[src/rtl/riscv_div_unit.sv]
// Iterative radix-2 restoring divider for RV32M DIV/DIVU/REM/REMU.
// Optional build macro DIV_EARLY_OUT_EN: finish in one cycle when |rs1| < |rs2|.
module riscv_div_unit #(
  parameter int XLEN  = 32,
  parameter int CNT_W = 6
) (
  input  logic            clk,
  input  logic            rst,
  input  logic            start,
  input  logic [2:0]      funct3,
  input  logic [XLEN-1:0] rs1_value,
  input  logic [XLEN-1:0] rs2_value,
  input  logic            flush,
  output logic            busy,
  output logic            done,
  output logic            stall_req,
  output logic [XLEN-1:0] result,
  output logic [1:0]      dbg_state
);

  typedef enum logic [1:0] {
    S_IDLE = 2'd0,
    S_CALC = 2'd1,
    S_DONE = 2'd2
  } state_t;

  state_t            r_state;
  logic [CNT_W-1:0]  r_cnt;
  logic [XLEN-1:0]   r_dvd;
  logic [XLEN-1:0]   r_dvs;
  logic [XLEN-1:0]   r_rem;
  logic [XLEN-1:0]   r_quo;
  logic              r_want_rem;
  logic              r_q_neg;
  logic              r_r_neg;
  logic              r_done;
  logic [XLEN-1:0]   r_result;

  // Operand decode, valid only while the request is sitting in IDLE.
  logic              w_signed;
  logic              w_s1;
  logic              w_s2;
  logic [XLEN-1:0]   w_abs1;
  logic [XLEN-1:0]   w_abs2;
  logic              w_accept;
  logic              w_dvz;
  logic              w_ovf;
  logic              w_early;
  logic [XLEN-1:0]   w_min;
  logic [XLEN-1:0]   w_special_res;

  assign w_min    = {1'b1, {(XLEN-1){1'b0}}};
  assign w_signed = ~funct3[0];
  assign w_s1     = w_signed & rs1_value[XLEN-1];
  assign w_s2     = w_signed & rs2_value[XLEN-1];
  assign w_abs1   = w_s1 ? (~rs1_value + 1'b1) : rs1_value;
  assign w_abs2   = w_s2 ? (~rs2_value + 1'b1) : rs2_value;
  assign w_accept = (r_state == S_IDLE) & start & funct3[2] & ~flush;
  assign w_dvz    = (rs2_value == '0);
  assign w_ovf    = w_signed & (rs1_value == w_min) & (rs2_value == '1);

`ifdef DIV_EARLY_OUT_EN
  assign w_early  = ~w_dvz & (w_abs1 < w_abs2);
`else
  assign w_early  = 1'b0;
`endif

  // Early-out shares the divide-by-zero remainder rule: quotient 0, remainder rs1.
  always_comb begin
    w_special_res = '0;
    if (w_dvz)
      w_special_res = funct3[1] ? rs1_value : '1;
    else if (w_ovf)
      w_special_res = funct3[1] ? '0 : w_min;
    else
      w_special_res = funct3[1] ? rs1_value : '0;
  end

  // One restoring step. The shifted remainder needs XLEN+1 bits for the compare;
  // after a successful subtract the difference is below the divisor, so XLEN bits hold it.
  logic [XLEN:0]     w_rem_sh;
  logic              w_ge;
  logic [XLEN-1:0]   w_sub;
  logic [XLEN-1:0]   w_rem_nx;
  logic [XLEN-1:0]   w_quo_nx;
  logic [XLEN-1:0]   w_fin;

  assign w_rem_sh = {r_rem, r_dvd[XLEN-1]};
  assign w_ge     = (w_rem_sh >= {1'b0, r_dvs});
  assign w_sub    = w_rem_sh[XLEN-1:0] - r_dvs;
  assign w_rem_nx = w_ge ? w_sub : w_rem_sh[XLEN-1:0];
  assign w_quo_nx = {r_quo[XLEN-2:0], w_ge};

  always_comb begin
    w_fin = '0;
    if (r_want_rem)
      w_fin = r_r_neg ? (~w_rem_nx + 1'b1) : w_rem_nx;
    else
      w_fin = r_q_neg ? (~w_quo_nx + 1'b1) : w_quo_nx;
  end

  always_ff @(posedge clk) begin
    if (rst) begin
      r_state    <= S_IDLE;
      r_cnt      <= '0;
      r_dvd      <= '0;
      r_dvs      <= '0;
      r_rem      <= '0;
      r_quo      <= '0;
      r_want_rem <= 1'b0;
      r_q_neg    <= 1'b0;
      r_r_neg    <= 1'b0;
      r_done     <= 1'b0;
      r_result   <= '0;
    end else begin
      r_done <= 1'b0;
      case (r_state)
        S_IDLE: begin
          if (w_accept) begin
            r_want_rem <= funct3[1];
            r_q_neg    <= w_s1 ^ w_s2;
            r_r_neg    <= w_s1;
            r_dvd      <= w_abs1;
            r_dvs      <= w_abs2;
            r_rem      <= '0;
            r_quo      <= '0;
            if (w_dvz | w_ovf | w_early) begin
              r_result <= w_special_res;
              r_done   <= 1'b1;
              r_state  <= S_DONE;
            end else begin
              r_cnt    <= CNT_W'(XLEN - 1);
              r_state  <= S_CALC;
            end
          end
        end
        S_CALC: begin
          if (flush) begin
            r_state <= S_IDLE;
          end else begin
            r_rem <= w_rem_nx;
            r_quo <= w_quo_nx;
            r_dvd <= {r_dvd[XLEN-2:0], 1'b0};
            r_cnt <= r_cnt - 1'b1;
            if (r_cnt == '0) begin
              r_result <= w_fin;
              r_done   <= 1'b1;
              r_state  <= S_DONE;
            end
          end
        end
        S_DONE:  r_state <= S_IDLE;
        default: r_state <= S_IDLE;
      endcase
    end
  end

  // stall_req drops in DONE so the instruction leaves EX together with its result.
  assign stall_req = w_accept | (r_state == S_CALC);
  assign busy      = (r_state != S_IDLE);
  assign done      = r_done;
  assign result    = r_result;
  assign dbg_state = r_state;

endmodule
[config.mk]
export PLATFORM = sky130hd
export DESIGN_NAME = riscv_div_unit
export DESIGN_NICKNAME = d
export VERILOG_FILES = /design/src/rtl/riscv_div_unit.sv
export SDC_FILE = /design/constraint.sdc
export NUM_CORES = 1
export LEC_CHECK = 0
export CAP_MARGIN = 0
export CELL_PAD_IN_SITES_DETAIL_PLACEMENT = 1
export CELL_PAD_IN_SITES_GLOBAL_PLACEMENT = 1
export CORE_MARGIN = 2
export CORE_UTILIZATION = 44
export DETAILED_ROUTE_END_ITERATION = 8
export PLACE_DENSITY_LB_ADDON = 0.1
export SYNTH_ARGS = -nofsm -noshare
export SYNTH_HDL_FRONTEND = slang
export SYNTH_SLANG_ARGS = --single-unit
[constraint.sdc]
create_clock -name clk -period 6.25 [get_ports clk]
set_input_delay 0.625 -clock clk [delete_from_list [all_inputs] [get_ports clk]]
set_output_delay 0.625 -clock clk [all_outputs]
set_load 0.01 [all_outputs]
Word level (Yosys, flattened, before mapping)
Cells that the tools add are included.

Bits in registers: 171. Output and inout bits: 37. Logic and storage cells: 91.

$add $sub $neg: 6. $lt $le $gt $ge: 1. Equality and inequality tests: 9. Muxes and demuxes: 38. Bitwise operators: 16. Reduce and logical (&&, ||, !) cells: 10.

Operators by type and width (number): $mux W32 (19); $pmux W32 S2 (3); $add A32 B1 Y32 const B (4); $not A32 Y32 (4); $eq A32 B32 Y1 const B (2); $pmux W31 S2 (1); $ge A33 B32 Y1 (1); $logic_not A32 Y1 (1); $sub A32 B32 Y32 (1); $mux W31 (1); $mux W6 (3); $pmux W6 S2 (1); $mux W2 (4); $ne A2 B2 Y1 const B (4); $and A1 B1 Y1 (7); $logic_not A6 Y1 (1); $sub A6 B1 Y6 const B (1); $reduce_and A5 Y1 (1); $mux W1 (4); $pmux W2 S2 (1); $reduce_and A2 Y1 (2); $reduce_and A4 Y1 (1); $reduce_bool A2 Y1 (2); $ne A3 B3 Y1 const B (1); 8 further kinds (10).

Logic depth before layout (Yosys ltp)
Gate-level depths: netlist of the first run.

Word-level depth: 9. Mapped depth: 23.

Worst setup path before layout of the first run
Ideal clock, no wire load.

Kind: reg2reg. Start: reg r_dvs[11]. End: reg r_result[28] (netlist: result[28]). Arrival time: 4.569 ns. Data required time: 6.181 ns. Path slack: 1.612 ns. Cell stages (with the launch flop): 23. Cells stage by stage: dfxtp_1 -> inv_1 -> ha_1 -> buf_2 -> and3_1 -> o21ai_0 -> o211ai_1 -> o31ai_4 -> nand2_2 -> inv_1 -> buf_2 -> buf_4 -> buf_2 -> ha_1 -> nand3_1 -> or2_2 -> or4_1 -> o41ai_1 -> xnor2_1 -> nor2_1 -> a311oi_1 -> nand3_1 -> o21ai_1.

Longest elaborated chain between the ends: 9.

Ends and longest elaborated chain: start, declared (RTL line 30) `logic [XLEN-1:0] r_dvs;`; start signal, assigned (RTL line 124) `r_dvs <= w_abs2;`; $sub A32 B32 Y32 or $ge A33 B32 Y1 (tied branches) (RTL line 90, 89); $mux W32 (RTL line 91) `assign w_rem_nx = w_ge ? w_sub : w_rem_sh[XLEN-1:0];`; $not A32 Y32 (RTL line 97) `w_fin = r_r_neg ? (~w_rem_nx + 1'b1) : w_rem_nx;`; $add A32 B1 Y32 (RTL line 97); $mux W32 (RTL line 97); $mux W32 (*) (RTL line 96) `if (r_want_rem)`; $mux W32 (*) (RTL line 145) `if (r_cnt == '0) begin`; $mux W32 (*) (RTL line 138) `if (flush) begin`; $pmux W32 S2 (*) (RTL line 117) `case (r_state)`; end signal, assigned (RTL line 128) `r_result <= w_special_res;`; end signal, assigned (RTL line 146) `r_result <= w_fin;`; end, declared (RTL line 37) `logic [XLEN-1:0] r_result;`.

Every way passes the cells marked *; elsewhere a longest branch is shown, timed or not. The select of a mux whose other input is x is not followed. A chain may end at the register's enable or synchronous reset.

Final worst setup path of the first run
Start: reg r_rem[6]. End: reg r_result[26] (netlist: result[26]).

Longest elaborated chain between the ends: 9.

Ends and longest elaborated chain: start, declared (RTL line 31) `logic [XLEN-1:0] r_rem;`; start signal, assigned (RTL line 141) `r_rem <= w_rem_nx;`; $sub A32 B32 Y32 or $ge A33 B32 Y1 (tied branches) (RTL line 90, 89); $mux W32 (RTL line 91); $not A32 Y32 (RTL line 97); $add A32 B1 Y32 (RTL line 97); $mux W32 (RTL line 97); $mux W32 (*) (RTL line 96); $mux W32 (*) (RTL line 145); $mux W32 (*) (RTL line 138); $pmux W32 S2 (*) (RTL line 117).

Marks and branches as above.

==> results.md, run 1 <==
* Maximum number of pins on one net before global-route repair at 95
* Maximum fanout along the worst path at 44
* Placed wire-length estimate after detailed placement at 36.60 mm
* Arrival time reported for the critical path endpoint at 5.57 ns
* Wire length of the first global-routing pass at 77.61 mm
* Count of boundary I/O pins at 108
* Required time reported for the critical path endpoint at 6.61 ns
* Remaining Overflow, GRT at 0
* Worst rel slew slack at 17.47%
* Final instance area at 14610 um2
* Outcome: finished, final reports clean
* Detailed Route Iter0 Violations at 1008
* Routed wire length on met3 at 2.886 mm
* HP Start: result[9]
* Overall via count from detail_route at 13583
* Net Count, Synth at 1854
* WL met2 at 22.37 mm
* Clk root buf: clkbuf_16
* Post-synthesis instance total at 1743
* Kind of critical path: reg -> reg
* Final setup violation count at 0
* Worst setup SP type: flip-flop
* Width of the die at 174.6 um
* Maximum Capacitance Violations at 0
* Count of H-tree levels built during CTS at 4
* Area of the die at 30500 um2
* Mapped cell area at 12810 um2
* Area contributors post-synth: dfxtp_1 27%, a21oi_1 6.8%, nor2_1 6.7%
* TritonCTS clock tree: yes
* Avg Vias per Cell at 6.283
* Number of detailed-routing iterations run before antenna repair at 5
* Total power consumption of the routed design at 0.003549 W
* Reg2reg path depth at 18
* Buffers from clock root to sink, at most at 2
* Worst hold path cell count at 2
* Reg area at 3423 um2
* Height of the die at 174.6 um
* Final Hold Vio Count at 0
* Async set-reset flop share out of synthesis at 0%
* Yosys warns at 0
* Tightest Pin Transition at 1.238 ns
* Global-route usage over all layers at 32.23%
* Drt total wl at 49.55 mm
* Reg-to-Reg Start: r_rem[6]
* Clock Pin Slew Worst Setup and Hold Paths at 0.07 ns
* Count of input and output buffers at 107
* Critical Path, Cell by Cell: ha_1, nand4_1, nor4_1, a211oi_1, o21a_1, buf_4, nand2_2, buf_4, mux2i_1, ha_1, nand3_1, nor3_1, a41oi_1, and4b_1, a41o_1, xnor2_1, a21oi_1, o41ai_2
* Most used cells in the layout excluding fill and tap cells: 224 x nor2_1, 173 x a21oi_1, 171 x dfxtp_1, 159 x nand2_1, 106 x clkdlybuf4s50_1
* Peak clock frequency supported by timing at 191.7 MHz
* Distinct cell type count after synthesis at 90
* Final TNS setup at 0 ns
* Signed area change from the synthesized netlist to the final layout at 14.05%
* Number of inserted filler cells in the final layout at 3637
* Met1 wire length at 23.29 mm
* Power density over cell area at 242.9 nW/um2
* Count of flip-flops with a built-in enable after synthesis at 0
* Post-detailed-route DRC marker count at 0
* Worst flop-to-flop path endpoint: result[26]
* Via count of the first global-routing pass at 13266
* Post-synthesis cell type with the largest combined area: dfxtp_1
* Critical path's slowest cell: nor4_1
* Number of placement rows at 62
* Kind of capture point of the worst setup path: flip-flop
* Mean instance size in the synthesized netlist at 7.351 um2
* Worst min-delay path class: reg -> reg
* Worst-case hold path end point: result[9]
* Shortest period the worst path allows at 5.216 ns
* Total area of multi-input combinational cells at 8703 um2
* Leakage at 5.308 nW
* Area after DPL at 14030 um2
* Top layer reached by signal wires: met4
* Most common cell after layout, fill and taps aside: nor2_1
* Critical Path Max Stage Delay at 0.58 ns
* Initial core utilization at 44.64%
* Cts repair resizes at 0
* Final Max Slew Viols at 0
* Share of the yosys chip area belonging to registers at 26.72%
* Average routed wire per standard cell at 22.92 um
* Number of antenna violations at the first check in global routing at 0
* Final worst path period share at 83.45%
* Post-Route Utilization at 50.91%
* Fin nets at 1876
* Routability-driven placement congestion ratio at 0.9208
* Clock Sink Count at 171
* Ratio of cells with drive above 1 in the final layout at 5.624%
* Final antenna diode count at 0
* Number of buffers added to fix hold violations after cts at 0
* Core Area at 28700 um2
* Final worst clock skew at 0.01480 ns
* Post-detailed-route count of antenna-violating nets at 0
* Clock latency on the worst-skew pair at 0.46 ns
* Main synth FF type: dfxtp_1
* TritonCTS buffer count at 17
* Setup repair after global routing missed its margin: no
* Number of synthesized register bits at 171
* Setup slack of the most critical reg-to-reg path at 1.03 ns
* Share of the synthesized area in the top cell type at 26.72%
* Buffers inserted by post-CTS timing repair at 0
* Worst VDD drop at 0.2003 mV
[report_power, final]
part / internal [W] / leakage, nW / switching [W]
logic: 0.000441 / 3.64 / 0.000855
registers: 0.00112 / 1.38 / 0.0000270
clock network: 0.000568 / 0.285 / 0.000536
total: 0.00213 / 5.31 / 0.00142
[worst max-delay path: cells and delay by family, from the launching register on]
kind	cells	cell delay (ns)
AND/OR/NAND/NOR	6	1.37
adder cells (fa/ha/maj)	2	0.82
AO/OA/AOI/OAI	6	1.48
buffers and inverters	2	0.69
XOR/XNOR	1	0.15
multiplexers	1	0.25
flip-flops	1	0.36
[worst max path at each step]
stage	end	slack [ns]	startpoint	cells after the start
floorplan	result[28]	1.61	r_dvs[11]	22
global placement	result[18]	1.02	rs1_value[2]	11
detailed placement	result[18]	0.99	rs1_value[2]	11
CTS	result[26]	1.18	r_rem[6]	18
global route	result[26]	0.71	r_dvs[7]	19
finish	result[26]	1.03	r_rem[6]	18
[state kept, by name (all words and copies together), names as in the netlist]
signal	flops
r_want_rem	1
r_q_neg	1
r_cnt	6
r_r_neg	1
r_dvs	32
r_dvd	32
dbg_state	2
r_quo	31
done	1
r_rem	32
result	32
[through the flow]
step                hold WS (ns)  setup slack, ns  cells
finish                    0.4626            1.034   2162
global route              0.4989           0.7117   2162
CTS                       0.4650            1.178   2162
detailed placement        0.4548           0.9918   2130
global placement          0.4432            1.022   2130
floorplan                 0.4319            1.612   1743
[layer usage]
layer / vias to the layer above / track usage [%]
met5: - / 0
met4: 0 / 8.611
met3: 55 / 4.265
met2: 418 / 50.77
met1: 6727 / 46.26
li1: 6383 / -
[Yosys cell counts, types with 21 or more instances]
master	number
xor2_1	80
buf_2	21
dfxtp_1	171
nor2_1	227
ha_1	39
nor3_1	42
nand3_1	66
a211oi_1	73
o31ai_1	33
inv_1	56
nand2_1	159
or3_1	23
clkbuf_1	94
mux2i_1	25
xnor2_1	55
a31oi_1	34
o21ai_0	90
nand4_1	24
a21oi_1	174
[area by class of cell]
class                           instances  share of cell area [%]
Clock inverter                         14                   1.036
Inverter                               56                   1.438
Multi-Input combinational cell       1393                   59.56
Timing Repair Buffer                  126                   8.314
Clock buffer                           18                   2.937
Tap cell                              384                   3.288
Sequential cell                       171                   23.43
[logic make-up after synthesis]
family,count (synthesis),share of synthesized area (%)
AOI/OAI and AO/OA,558,28.99
xor gates and xnor gates,135,9.228
adders and majority gates,40,3.965
buffers and inverters,179,5.615
DFF,171,26.72
muxes,30,2.393
and+or+nand+nor,630,23.09
(Power assumes the default switching activity.)
==> run 2, diff against run 1 <==
clock period = 5.1 ns   (was 6.25 ns; I/O delays follow)
==> results.md, run 2 (synthesis results as in run 1) <==
* Kind of capture point of the worst setup path: flip-flop
* Clock Sink Count at 171
* Shortest period the worst path allows at 4.812 ns
* Core Area at 28700 um2
* Wire length of the first global-routing pass at 77.54 mm
* Remaining Overflow, GRT at 0
* Clk root buf: clkbuf_16
* Final instance area at 14780 um2
* Buffer and inverter count on the worst path at 1
* Number of antenna violations at the first check in global routing at 3
* Number of placement rows at 62
* Final worst clock skew at 0.01499 ns
* Signed area change from the synthesized netlist to the final layout at 15.38%
* Final worst path period share at 94.36%
* Critical path's slowest cell: a2111oi_4
* Most frequent cell on the critical path: ha_1
* TritonCTS clock tree: yes
* Worst VDD drop at 0.2682 mV
* Height of the die at 174.6 um
* Number of inserted filler cells in the final layout at 3632
* Worst setup SP type: flip-flop
* Post-detailed-route DRC marker count at 0
* Clock Pin Slew Worst Setup and Hold Paths at 0.08 ns
* Most common cell after layout, fill and taps aside: nor2_1
* Share of total power in sequential cells at 31.6%
* Number of detailed-routing iterations run before antenna repair at 5
* TritonCTS buffer count at 17
* Placed wire-length estimate after detailed placement at 36.90 mm
* Final Max Slew Viols at 0
* Leakage at 5.403 nW
* Width of the die at 174.6 um
* Kind of critical path: reg -> reg
* Routability-driven placement congestion ratio at 0.9372
* Outcome: finished, final reports clean
* Power density over cell area at 301.5 nW/um2
* Final Hold Vio Count at 0
* Ratio of cells with drive above 1 in the final layout at 6.682%
* Maximum fanout along the worst path at 9
* Via count of the first global-routing pass at 13513
* Worst rel slew slack at 23.41%
* Detailed Route Iter0 Violations at 883
* Net switching power at 0.001777 W
* Count of input and output buffers at 107
* Post-detailed-route count of antenna-violating nets at 0
* Tightest Pin Transition at 1.147 ns
* Clock latency on the worst-skew pair at 0.46 ns
* Fin nets at 1894
* Maximum Capacitance Violations at 0
* Drt total wl at 49.53 mm
* Worst min-delay path class: reg -> reg
* Initial core utilization at 44.64%
* Maximum number of pins on one net before global-route repair at 119
* Average routed wire per standard cell at 22.71 um
* Overall via count from detail_route at 13617
* Setup repair after global routing missed its margin: no
* Required time reported for the critical path endpoint at 5.40 ns
* Part of the power in combinational logic at 37.5%
* Critical Path Max Stage Delay at 0.71 ns
* Top Family by Delay on Critical Path: compound AO/OA/AOI/OAI gates
* Cell Int Power at 0.002680 W
* Final setup violation count at 0
* Count of H-tree levels built during CTS at 4
* Arrival time reported for the critical path endpoint at 5.11 ns
* Most used cells in the layout excluding fill and tap cells: 224 x nor2_1, 173 x a21oi_1, 171 x dfxtp_1, 159 x nand2_1, 106 x clkdlybuf4s50_1
* Avg Vias per Cell at 6.243
* Global-route usage over all layers at 32.32%
* Switching power share of the total at 39.87%
* Share of power burned in the clock network at 30.9%
* Critical Path, Cell by Cell: ha_1, o2111ai_2, a2111oi_4, o31ai_4, nand2_2, mux2i_1, ha_1, nand3_1, nor3_1, a41oi_1, and4b_1, buf_4, nand2_1, mux2_2, o211ai_1, a21oi_1
* Peak clock frequency supported by timing at 207.8 MHz
* Area of the die at 30500 um2
* Final TNS setup at 0 ns
* Buffers from clock root to sink, at most at 2
* Area after DPL at 14180 um2
* Buffers inserted by post-CTS timing repair at 0
* Count of boundary I/O pins at 108
## run 2: layout make-up
cell class | count | area (um2) | area share, %
antenna | 1 | 2.502 | 0.01693
timing repair buffer | 144 | 1363 | 9.217
sequential | 171 | 3423 | 23.16
clock buffer | 17 | 425.4 | 2.878
inverter | 56 | 210.2 | 1.422
tap | 384 | 480.5 | 3.250
clock inverter | 15 | 168.9 | 1.143
multi-input combinational | 1393 | 8710 | 58.92
## run 2: metrics by stage
step / power (W) / hold slack (ns) / util [%] / worst slack, ns / cells
after floorplan: 0.002484 / 0.4319 / - / 0.4616 / 1743
after global placement: 0.003033 / 0.4440 / 49.40 / 0.4767 / 2148
after detailed placement: 0.003066 / 0.4491 / 49.40 / 0.4207 / 2148
after CTS: 0.004436 / 0.4592 / 51.47 / 0.4014 / 2180
after global routing: 0.004652 / 0.4853 / 51.50 / 0.01726 / 2180
final: 0.004458 / 0.4578 / 51.50 / 0.2875 / 2181
## run 2: power groups by stage
stage	logic, W	clock network (W)	registers [W]
final	0.00167	0.00138	0.00141
after global routing	0.00180	0.00144	0.00141
after CTS	0.00164	0.00139	0.00141
after detailed placement	0.00163	0	0.00144
after global placement	0.00160	0	0.00144
after floorplan	0.00106	0	0.00143
## run 2: final timing paths
| kind | startpoint | end | slack (ns) | cells past startpoint |
|---|---|---|---|---|
| max | r_rem[3] | result[20] | 0.29 | 16 |
| min | r_dvs[22] | r_dvs[22] | 0.46 | 2 |
| max reg2reg | r_rem[3] | result[20] | 0.29 | 16 |
| min reg2reg | r_dvs[22] | r_dvs[22] | 0.46 | 2 |
## run 2: what timing repair did
item,CTS,global route
hold buffers,0,0
resized for setup,0,1
setup endpoints to repair,0,1
## run 2: tightest hold or removal path, stage by stage, from the launching register on
cell and delay, ns:
dfxtp_1 0.31, nand2_1 0.05, a21oi_1 0.05
## run 2: layer usage
layer	vias to the layer above	track usage [%]	routed length [um]
met5	-	0	0
met4	0	9.063	1046
met3	60	6.549	3161
met2	400	51.86	22440
met1	6735	44.03	22880
li1	6422	-	-
